===== src/rtl/field_edit_ctrl.sv =====
// Edit-state field sequencer: increment (and, with DEC_BTN_EN, decrement) with auto-repeat,
// wrapped write-back and a follow-up day clamp after month/year edits.
module field_edit_ctrl #(
    parameter int unsigned REPEAT_DELAY  = 10_000_000,
    parameter int unsigned REPEAT_PERIOD = 2_000_000,
    parameter int unsigned CNT_W         = 24
) (
    input  logic       clk,
    input  logic       rst,
    input  logic [3:0] state,
    input  logic       inc_btn,
`ifdef DEC_BTN_EN
    input  logic       dec_btn,
`endif
    input  logic [6:0] rd_data,
    input  logic [4:0] date_day,
    input  logic [3:0] date_month,
    input  logic [6:0] date_year,
    output logic [1:0] rd_target,
    output logic [2:0] rd_field,
    output logic       wr_en,
    output logic [1:0] wr_target,
    output logic [2:0] wr_field,
    output logic [6:0] wr_data,
    output logic       busy,
    output logic       edit_active
);

    typedef enum logic [1:0] {IDLE, WRITE, SETTLE, CLAMP} fsm_t;

    localparam logic [CNT_W-1:0] DELAY_C  = CNT_W'(REPEAT_DELAY);
    localparam logic [CNT_W-1:0] RELOAD_C = CNT_W'(REPEAT_DELAY - REPEAT_PERIOD + 1);
    localparam logic [CNT_W-1:0] ONE_C    = CNT_W'(1);

    function automatic logic [6:0] dim(input logic [3:0] m, input logic [6:0] y);
        case (m)
            4'd2:                    dim = ((y & 7'd3) == 7'd0) ? 7'd29 : 7'd28;
            4'd4, 4'd6, 4'd9, 4'd11: dim = 7'd30;
            default:                 dim = 7'd31;
        endcase
    endfunction

    fsm_t             fsm;
    logic [3:0]       state_prev;
    logic             state_chg;
    logic             both_low;
    logic             inc_prev;
    logic [CNT_W-1:0] inc_cnt;
    logic             inc_ev_raw;
    logic             inc_ev;
    logic             dec_ev;
    logic [6:0]       fmin;
    logic [6:0]       fmax;
    logic [6:0]       inc_val;
    logic [6:0]       dec_val;
    logic [6:0]       next_val;
    logic [6:0]       settle_dim;
    logic             accept;

    always_comb begin
        rd_target   = 2'd0;
        rd_field    = 3'd0;
        edit_active = 1'b0;
        case (state)
            4'd2, 4'd3, 4'd4, 4'd5, 4'd6, 4'd7: begin
                edit_active = 1'b1;
                rd_field    = 3'(state - 4'd2);
            end
            4'd9, 4'd10, 4'd11: begin
                edit_active = 1'b1;
                rd_target   = 2'd1;
                rd_field    = 3'(state - 4'd9);
            end
            4'd13, 4'd14, 4'd15: begin
                edit_active = 1'b1;
                rd_target   = 2'd2;
                rd_field    = 3'(state - 4'd13);
            end
            default: ;
        endcase
    end

    always_comb begin
        fmin = 7'd0;
        fmax = 7'd59;
        case (rd_field)
            3'd2: fmax = 7'd23;
            3'd3: begin
                fmin = 7'd1;
                fmax = dim(date_month, date_year);
            end
            3'd4: begin
                fmin = 7'd1;
                fmax = 7'd12;
            end
            3'd5: fmax = 7'd99;
            default: ;
        endcase
    end

    // Out-of-range reads (above max, or zero day/month) snap to the field minimum.
    assign inc_val  = (rd_data >= fmax || rd_data < fmin) ? fmin : rd_data + 7'd1;
    assign dec_val  = (rd_data > fmax || rd_data < fmin) ? fmin :
                      (rd_data == fmin) ? fmax : rd_data - 7'd1;
    assign state_chg = (state != state_prev);

    assign inc_ev_raw = (!inc_btn && inc_prev) ||
                        (!inc_btn && !state_chg && !both_low && inc_cnt == DELAY_C);

    always_ff @(posedge clk or posedge rst) begin
        if (rst) begin
            inc_prev   <= 1'b1;
            inc_cnt    <= '0;
            state_prev <= '0;
        end else begin
            inc_prev   <= inc_btn;
            state_prev <= state;
            if (inc_btn)
                inc_cnt <= '0;
            else if (state_chg)
                inc_cnt <= ONE_C;
            else if (both_low)
                inc_cnt <= inc_cnt;
            else if (inc_cnt == DELAY_C)
                inc_cnt <= RELOAD_C;
            else
                inc_cnt <= inc_cnt + ONE_C;
        end
    end

`ifdef DEC_BTN_EN
    logic             dec_prev;
    logic [CNT_W-1:0] dec_cnt;
    logic             dec_ev_raw;

    assign both_low   = !inc_btn && !dec_btn;
    assign dec_ev_raw = (!dec_btn && dec_prev) ||
                        (!dec_btn && !state_chg && !both_low && dec_cnt == DELAY_C);
    assign inc_ev     = inc_ev_raw && !dec_ev_raw;
    assign dec_ev     = dec_ev_raw && !inc_ev_raw;

    always_ff @(posedge clk or posedge rst) begin
        if (rst) begin
            dec_prev <= 1'b1;
            dec_cnt  <= '0;
        end else begin
            dec_prev <= dec_btn;
            if (dec_btn)
                dec_cnt <= '0;
            else if (state_chg)
                dec_cnt <= ONE_C;
            else if (both_low)
                dec_cnt <= dec_cnt;
            else if (dec_cnt == DELAY_C)
                dec_cnt <= RELOAD_C;
            else
                dec_cnt <= dec_cnt + ONE_C;
        end
    end
`else
    assign both_low = 1'b0;
    assign inc_ev   = inc_ev_raw;
    assign dec_ev   = 1'b0;
`endif

    assign next_val   = dec_ev ? dec_val : inc_val;
    assign accept     = (inc_ev || dec_ev) && edit_active && (fsm == IDLE);
    assign settle_dim = dim(date_month, date_year);
    assign busy       = (fsm != IDLE);

    always_ff @(posedge clk or posedge rst) begin
        if (rst) begin
            fsm       <= IDLE;
            wr_en     <= 1'b0;
            wr_target <= '0;
            wr_field  <= '0;
            wr_data   <= '0;
        end else begin
            case (fsm)
                IDLE: begin
                    wr_en <= 1'b0;
                    if (accept) begin
                        wr_target <= rd_target;
                        wr_field  <= rd_field;
                        wr_data   <= next_val;
                        wr_en     <= 1'b1;
                        fsm       <= WRITE;
                    end
                end
                WRITE: begin
                    wr_en <= 1'b0;
                    fsm   <= (wr_target == 2'd0 && (wr_field == 3'd4 || wr_field == 3'd5))
                             ? SETTLE : IDLE;
                end
                // Storage now holds the new month/year; re-check the stored day against it.
                SETTLE: begin
                    if ({2'b00, date_day} > settle_dim) begin
                        wr_field <= 3'd3;
                        wr_data  <= settle_dim;
                        wr_en    <= 1'b1;
                        fsm      <= CLAMP;
                    end else begin
                        fsm <= IDLE;
                    end
                end
                CLAMP: begin
                    wr_en <= 1'b0;
                    fsm   <= IDLE;
                end
                default: begin
                    wr_en <= 1'b0;
                    fsm   <= IDLE;
                end
            endcase
        end
    end

endmodule


===== config.mk =====
export PLATFORM = sky130hd
export DESIGN_NAME = field_edit_ctrl
export DESIGN_NICKNAME = d
export VERILOG_FILES = /design/src/rtl/field_edit_ctrl.sv
export SDC_FILE = /design/constraint.sdc
export NUM_CORES = 1
export LEC_CHECK = 0
export BUFFER_PORTS_ARGS = -buffer_cell sky130_fd_sc_hd__buf_2
export CAP_MARGIN = 5
export CORE_MARGIN = 2
export CORE_UTILIZATION = 25
export CTS_BUF_LIST = sky130_fd_sc_hd__clkbuf_2
export DETAILED_ROUTE_END_ITERATION = 12
export GPL_TIMING_DRIVEN = 1
export PLACE_DENSITY = 0.52
export SETUP_SLACK_MARGIN = 0.2
export SLEW_MARGIN = 20
export SYNTH_ARGS = -nofsm -noshare
export SYNTH_HDL_FRONTEND = slang
export SYNTH_SLANG_ARGS = --single-unit

===== constraint.sdc =====
create_clock -name clk -period 2.23 [get_ports clk]
set_input_delay 0.3345 -clock clk [delete_from_list [all_inputs] [get_ports clk]]
set_output_delay 0.3345 -clock clk [all_outputs]
set_load 0.01 [all_outputs]

Yosys cells after proc, flatten, opt, wreduce, memory -nomap -nowiden. Cells that the tools add are included.

Register bits: 44. Output and inout port bits: 20. Word-level logic and storage cells: 95.

$add $sub $neg: 5. Magnitude comparators: 3. Eq/ne operators: 30. Multiplexer cells: 24. Reduce and logical (&&, ||, !) cells: 25.

Operators with widths (count): $mux W24 (3); $eq A4 B4 Y1 const B (8); $pmux W7 S4 (1); $add A24 B1 Y24 const B (1); $eq A24 B24 Y1 const B (1); $eq A4 B3 Y1 const B (6); $mux W7 (3); $pmux W7 S2 (1); $eq A3 B3 Y1 const B (4); $eq A4 B2 Y1 const B (3); $reduce_or A12 Y1 (1); $pmux W3 S3 (1); $pmux W2 S2 (2); $pmux W2 S4 (1); $add A7 B1 Y7 const B (1); $ge A7 B7 Y1 (1); $gt A5 B7 Y1 (1); $logic_not A7 Y1 (1); $lt A7 B7 Y1 (1); $eq A3 B2 Y1 const B (2); $logic_and A1 B1 Y1 (6); $mux W2 (3); $mux W3 (2); $pmux W3 S2 (1); 19 further kinds (32).

Logic depth before layout (Yosys ltp).
Depth in word-level cells: 11. Depth in mapped cells: 14. Depth with buffers taken out: 14.

Least setup slack after synthesis. Ideal clock, no wire load.

Path kind: input port to flip-flop. Start: input state[0]. End: register wr_data[1]. Library setup time: 121 ps. Arrival time: 3060 ps. Path slack: -951 ps. Stages on the path: 13. Path buffers: 0. Cells stage by stage: ha_1 or3_1 and2_1 o221a_2 nor3_2 a21oi_1 ha_1 nand2_1 o21ai_0 a21oi_1 o21ai_1 o2bb2ai_1 o22a_1.

Word-level cells in the longest chain between the ends: 11. Elaborated cells between the ends (all ways): 43. Those cells by class: add/sub: 3; order compare: 2; eq/ne: 18; mux: 7; reduce/logical: 13.

Ends and longest elaborated chain: start, declared (line 10) `input logic [3:0] state,`; $eq A4 B2 Y1 (tied with other cells) (line 64) `case (state)`; $reduce_or A6 Y1 / $reduce_or A3 Y1 (equally long branches); $pmux W3 S3 (*) (line 64); named net rd_field[0] (line 20) `output logic [2:0] rd_field,`; $eq A3 B2 Y1 / $eq A3 B3 Y1 (equally long branches) (line 86) `case (rd_field)`; $reduce_or A2 Y1 (no source line); $mux W1 (line 86); $lt A7 B7 Y1; $logic_or A1 B1 Y1 (*) (line 102) `assign inc_val = (rd_data >= fmax || rd_data < fmin) ? fmin : rd_data + 7'd1;`; $mux W7 (*) (line 102); $mux W7 (*) (line 182) `if (accept) begin`; $pmux W7 S2 (*) (line 179) `case (fsm)`; end signal, assigned (line 185) `wr_data <= next_val;`; end signal, assigned (line 199) `wr_data <= settle_dim;`; end, declared (line 24) `output logic [6:0] wr_data,`.

The timed path passes the listed nets; every way through them passes the cells marked *. The select of a mux whose other input is x is not followed. A chain may end at the register's enable or synchronous reset.

Final worst setup path.
Start: input state[0]. End: register wr_data[1].

Word-level cells in the longest chain between the ends: 11. Elaborated cells between the ends (all ways): 43. Those cells by class: add/sub: 3; order compare: 2; eq/ne: 18; mux: 7; reduce/logical: 13.

Ends and longest elaborated chain (line): $eq A4 B2 Y1 (tied with other cells) (64); $reduce_or A6 Y1 / $reduce_or A3 Y1 (equally long branches); $pmux W3 S3 (64); $eq A3 B2 Y1 / $eq A3 B3 Y1 (equally long branches) (86); $reduce_or A2 Y1 (no source line); $mux W1 (86); $lt A7 B7 Y1; $logic_or A1 B1 Y1 (102); $mux W7 (102); $mux W7 (182); $pmux W7 S2 (179).

Several ways; a longest one is shown, not always the timed one. The select of a mux whose other input is x is not followed.

==> impl_table.tex <==
\begin{tabular}{lr}
\hline
Metric & Value \\
\hline
\multicolumn{2}{l}{\textbf{Floorplan}} \\
\quad Top-Level Pins & 50 \\
\quad Initial Utilization & about a quarter \\
\quad Row cnt & 37 \\
\quad Area of the core region & just over 0.01 mm² \\
\quad Vertical die dimension & between 100 and 150 µm \\
\quad Die outline area & $\sim$0.011 mm² \\
\quad Chip width & approximately 110 µm \\
\multicolumn{2}{l}{\textbf{Synth}} \\
\quad Library cell with the largest summed area after synthesis & sky130\_fd\_sc\_hd\_\_dfrtp\_1 \\
\quad Sequential-to-total area share from yosys stat & a little over two fifths \\
\quad Syn Area/Cell & $\sim$9.3 µm² \\
\quad EDFF count, synth & 0 \\
\quad Area share of the largest cell type after synthesis & 40.9\% \\
\quad Mapped Area & approximately 0.0026 mm² \\
\quad Synth Net Count & between 300 and 400 \\
\quad Most frequently used cell type in the post-synthesis netlist & sky130\_fd\_sc\_hd\_\_dfrtp\_1 \\
\quad Share of flip-flops with an asynchronous set or reset after synthesis & between 90\% and 100\% \\
\quad Warnings from Yosys & 0 \\
\quad Ranking of synthesized cells by instance count & sky130\_fd\_sc\_hd\_\_dfrtp\_1, sky130\_fd\_sc\_hd\_\_nor2\_1, sky130\_fd\_sc\_hd\_\_nand3\_1 \\
\quad Synth Register Bits & 44 \\
\quad Leading cell types by total area after synthesis & sky130\_fd\_sc\_hd\_\_dfrtp\_1, sky130\_fd\_sc\_hd\_\_ha\_1, sky130\_fd\_sc\_hd\_\_nor2\_1 \\
\quad Gate Count Post-Synth & 284 \\
\quad Count of cell types in the netlist & 50 \\
\quad Top flip-flop cell by instance count after synthesis & sky130\_fd\_sc\_hd\_\_dfrtp\_1 \\
\multicolumn{2}{l}{\textbf{Global routing}} \\
\quad Total global routing track utilization & around an eighth \\
\quad Global Route met1 Usage & between 15 and 20\% \\
\quad Leftover overflow at the end of global routing & 0 \\
\quad Number of global-route vias before repair & between 2,000 and 2,500 \\
\quad Global-route met2 utilization & approximately a fifth \\
\quad Initial antenna violation count & 0 \\
\quad Global-route wire length before repair & between 10 and 15 mm \\
\quad Met3 usage in global routing & 1.95\% \\
\quad Maximum number of pins on one net before global-route repair & 45 \\
\quad Global routing's busiest layer & met2 \\
\multicolumn{2}{l}{\textbf{Layout}} \\
\quad Number of fill cells & between 1,000 and 1,500 \\
\quad Synth-to-layout area growth & 48.4\% \\
\quad Antenna cell count & 0 \\
\quad Final standard cell area without fillers & $\sim$0.0039 mm² \\
\quad Total number of nets in the final design & 426 \\
\quad Fraction of final layout cells sized beyond drive strength 1 & between 40\% and 50\% \\
\multicolumn{2}{l}{\textbf{Route}} \\
\quad Routed wire length & around 7 mm \\
\quad Detailed Routing Iterations Pass 1 & 4 \\
\quad DRT antenna net count & 0 \\
\quad Routed wirelength normalized by instance count & around 14 µm \\
\quad First DRT Iteration DRCs & 46 \\
\quad Via density & approximately 4.6 \\
\quad Via count of the routed design & approximately 2,400 \\
\quad Number of design rule violations left after detail routing & 0 \\
\multicolumn{2}{l}{\textbf{Worst setup path}} \\
\quad Most common cell type on the critical path & sky130\_fd\_sc\_hd\_\_a21oi\_2 \\
\quad Length in cells of the worst reg-to-reg path & 8 \\
\quad Critical Path Fanout Max & 8 \\
\quad Critical Path RT & between 2 and 3 ns \\
\quad Kind of launch point of the worst setup path & primary input \\
\quad Worst Setup Path Type & in2reg \\
\quad Critical register-to-register path endpoint & wr\_data[2] \\
\quad Cells along the critical path & buf\_12 > inv\_12 > ha\_4 > or3\_4 > and2\_4 > o221a\_4 > nor3\_4 > a21oi\_2 > ha\_1 > a21oi\_2 > o21ai\_2 > a21oi\_2 > o21ai\_4 > nor4\_2 > o22a\_1 \\
\quad Critical-path cell with the highest stage delay & sky130\_fd\_sc\_hd\_\_or3\_4 \\
\quad Data arrival time of the critical path & 2.96 ns \\
\quad Setup slack of the most critical reg-to-reg path & about 0.040 ns \\
\quad Category of the worst setup path capture point & flip-flop \\
\quad Max incr delay on CP & just over 0.4 ns \\
\quad Worst reg2reg path startpoint & inc\_cnt[1] \\
\multicolumn{2}{l}{\textbf{STA}} \\
\quad RSZ-0062 raised after global routing & true \\
\quad Setup Skew & 0.0342 ns \\
\quad Final count of pins violating max slew & 0 \\
\quad Slew Limit Headroom & between 60\% and 70\% \\
\quad Worst-margin pin slew & around 0.57 ns \\
\quad Final worst-path setup slack & -0.354 ns \\
\quad Number of hold violations in the final report & 0 \\
\quad Finish-stage setup viols & 7 \\
\quad Final critical-path required period & 2.58 ns \\
\quad Share of the cycle needed by the critical path after routing & 116\% \\
\quad Max Clk Rate & 387 MHz \\
\multicolumn{2}{l}{\textbf{Place}} \\
\quad Port Buffer Count & 44 \\
\quad Final estimated routing congestion in global placement & 0.744 \\
\quad HPWL after DPL & 5.21 mm \\
\quad Area after detailed placement & around 0.0034 mm² \\
\multicolumn{2}{l}{\textbf{Clocking}} \\
\quad Cts bufs inserted & 5 \\
\quad Cell chosen for the clock root & sky130\_fd\_sc\_hd\_\_clkbuf\_2 \\
\quad Source-to-sink clock delay at the later pin of the worst-skew pair & between 0.4 and 0.5 ns \\
\quad CTS tree & yes \\
\quad Clock net sink count & 44 \\
\quad Number of buffers on the longest clock path & 2 \\
\quad H-tree level count & 2 \\
\quad CTS clk-pin slew, worst paths & approximately 0.24 ns \\
\multicolumn{2}{l}{\textbf{Power}} \\
\quad Maximum resistive drop on vdd & around 220 µV \\
\quad P\_leak & 1.68 nW \\
\quad Total Power & about 1.8 mW \\
\quad PwrDens & 453 mW/mm² \\
\multicolumn{2}{l}{\textbf{Status}} \\
\quad Violated checks & setup timing \\
\quad Run status & complete, but fails checks \\
\multicolumn{2}{l}{\textbf{Hold path}} \\
\quad HP Class & in2async \\
\multicolumn{2}{l}{\textbf{Job}} \\
\quad Max-cap violation count & 0 \\
\hline
\end{tabular}
## placed cells by master, fill, tap and decap left out, drive strengths merged, types with 4 or more instances in the layout
master / Yosys / routed
nand3: 17 / 17
and3: 5 / 5
dfrtp: 43 / 43
o31ai: 5 / 5
buf: 3 / 94
nand2: 16 / 16
xor2: 14 / 14
ha: 16 / 16
clkbuf: 4 / 7
nor2: 36 / 36
nor2b: 4 / 4
o21ai: 14 / 14
a21oi: 15 / 15
nor3: 8 / 8
nand2b: 5 / 5
inv: 16 / 15
nand4: 8 / 8
nor4: 5 / 5
xnor2: 14 / 14
## registers in the layout, indices dropped and copies added (netlist names)
signal	cells
fsm	2
inc_cnt	24
inc_prev	1
state_prev	4
wr_data	7
wr_en	1
wr_field	3
wr_target	2
## power breakdown
group / switching, mW / leakage, nW / internal (mW)
combinational: 0.273 / 1.08 / 0.263
clock: 0.262 / 0.0266 / 0.0783
sequential: 0.0386 / 0.583 / 0.854
total: 0.574 / 1.68 / 1.20
## stage by stage
stage	TNS [ns]	setup slack [ns]	utilization, %	std cells	hold slack, ns
after floorplan	-3.51	-0.595	-	284	0.339
after global placement	-5.90	-0.895	32.8	493	0.472
after detailed placement	-6.24	-0.956	32.8	493	0.473
after CTS	-1.69	-0.303	34.3	507	0.0251
after global routing	-2.61	-0.424	38.0	517	0.0301
final	-2.07	-0.354	38.0	517	0.0162
## metal layers
metal | wire, µm | share of wire, %
met1 | 3100 | 44
met2 | 3720 | 53
met3 | 169 | 2.4
met4 | 38 | 0.54
met5 | 0 | 0
## logic make-up after synthesis
logic type | Yosys count | synth area share, %
AO/OA/AOI/OAI | 51 | 13.0
XOR/XNOR | 28 | 9.32
adder cells (fa/ha/maj) | 16 | 7.60
buffers and inverters | 23 | 3.75
flip-flops | 44 | 41.9
multiplexers | 2 | 0.855
AND/OR/NAND/NOR | 120 | 23.6
## critical path, delay by kind of cell
kind                     cells  cell delay, ns
adder cells (fa/ha/maj)      2            0.45
buffers and inverters        2            0.13
AND/OR/NAND/NOR              4            1.06
AO/OA/AOI/OAI                7            0.97
## worst max-delay path by stage
stage                       to  slack (ns)     start  cells past startpoint
global route        wr_data[1]       -0.42  state[0]                     15
detailed placement  wr_data[4]       -0.96  state[0]                     15
global placement    wr_data[1]       -0.90  state[0]                     15
floorplan           wr_data[1]       -0.60  state[0]                     14
CTS                 wr_data[1]       -0.30  state[0]                     14
finish              wr_data[1]       -0.35  state[0]                     15
## what timing repair did
item / CTS / global route
hold endpoints to repair: 1 / 0
gates resized for setup: 18 / 63
cloned: 0 / 2
hold buffers: 1 / 0
pin swaps: 10 / 23
setup buffers: 5 / 8
setup endpoints to repair: 27 / 32
## cell type report
cell class	instances	area (µm²)	area share, %
inverter	16	75.1	1.92
sequential	44	1100	28.2
clock buffer	6	30.0	0.769
tap	136	170	4.36
clock inverter	2	11.3	0.288
multi-input combinational	217	1800	46.0
timing repair buffer	96	721	18.4
Note: power is estimated with default switching activity, not from simulation.
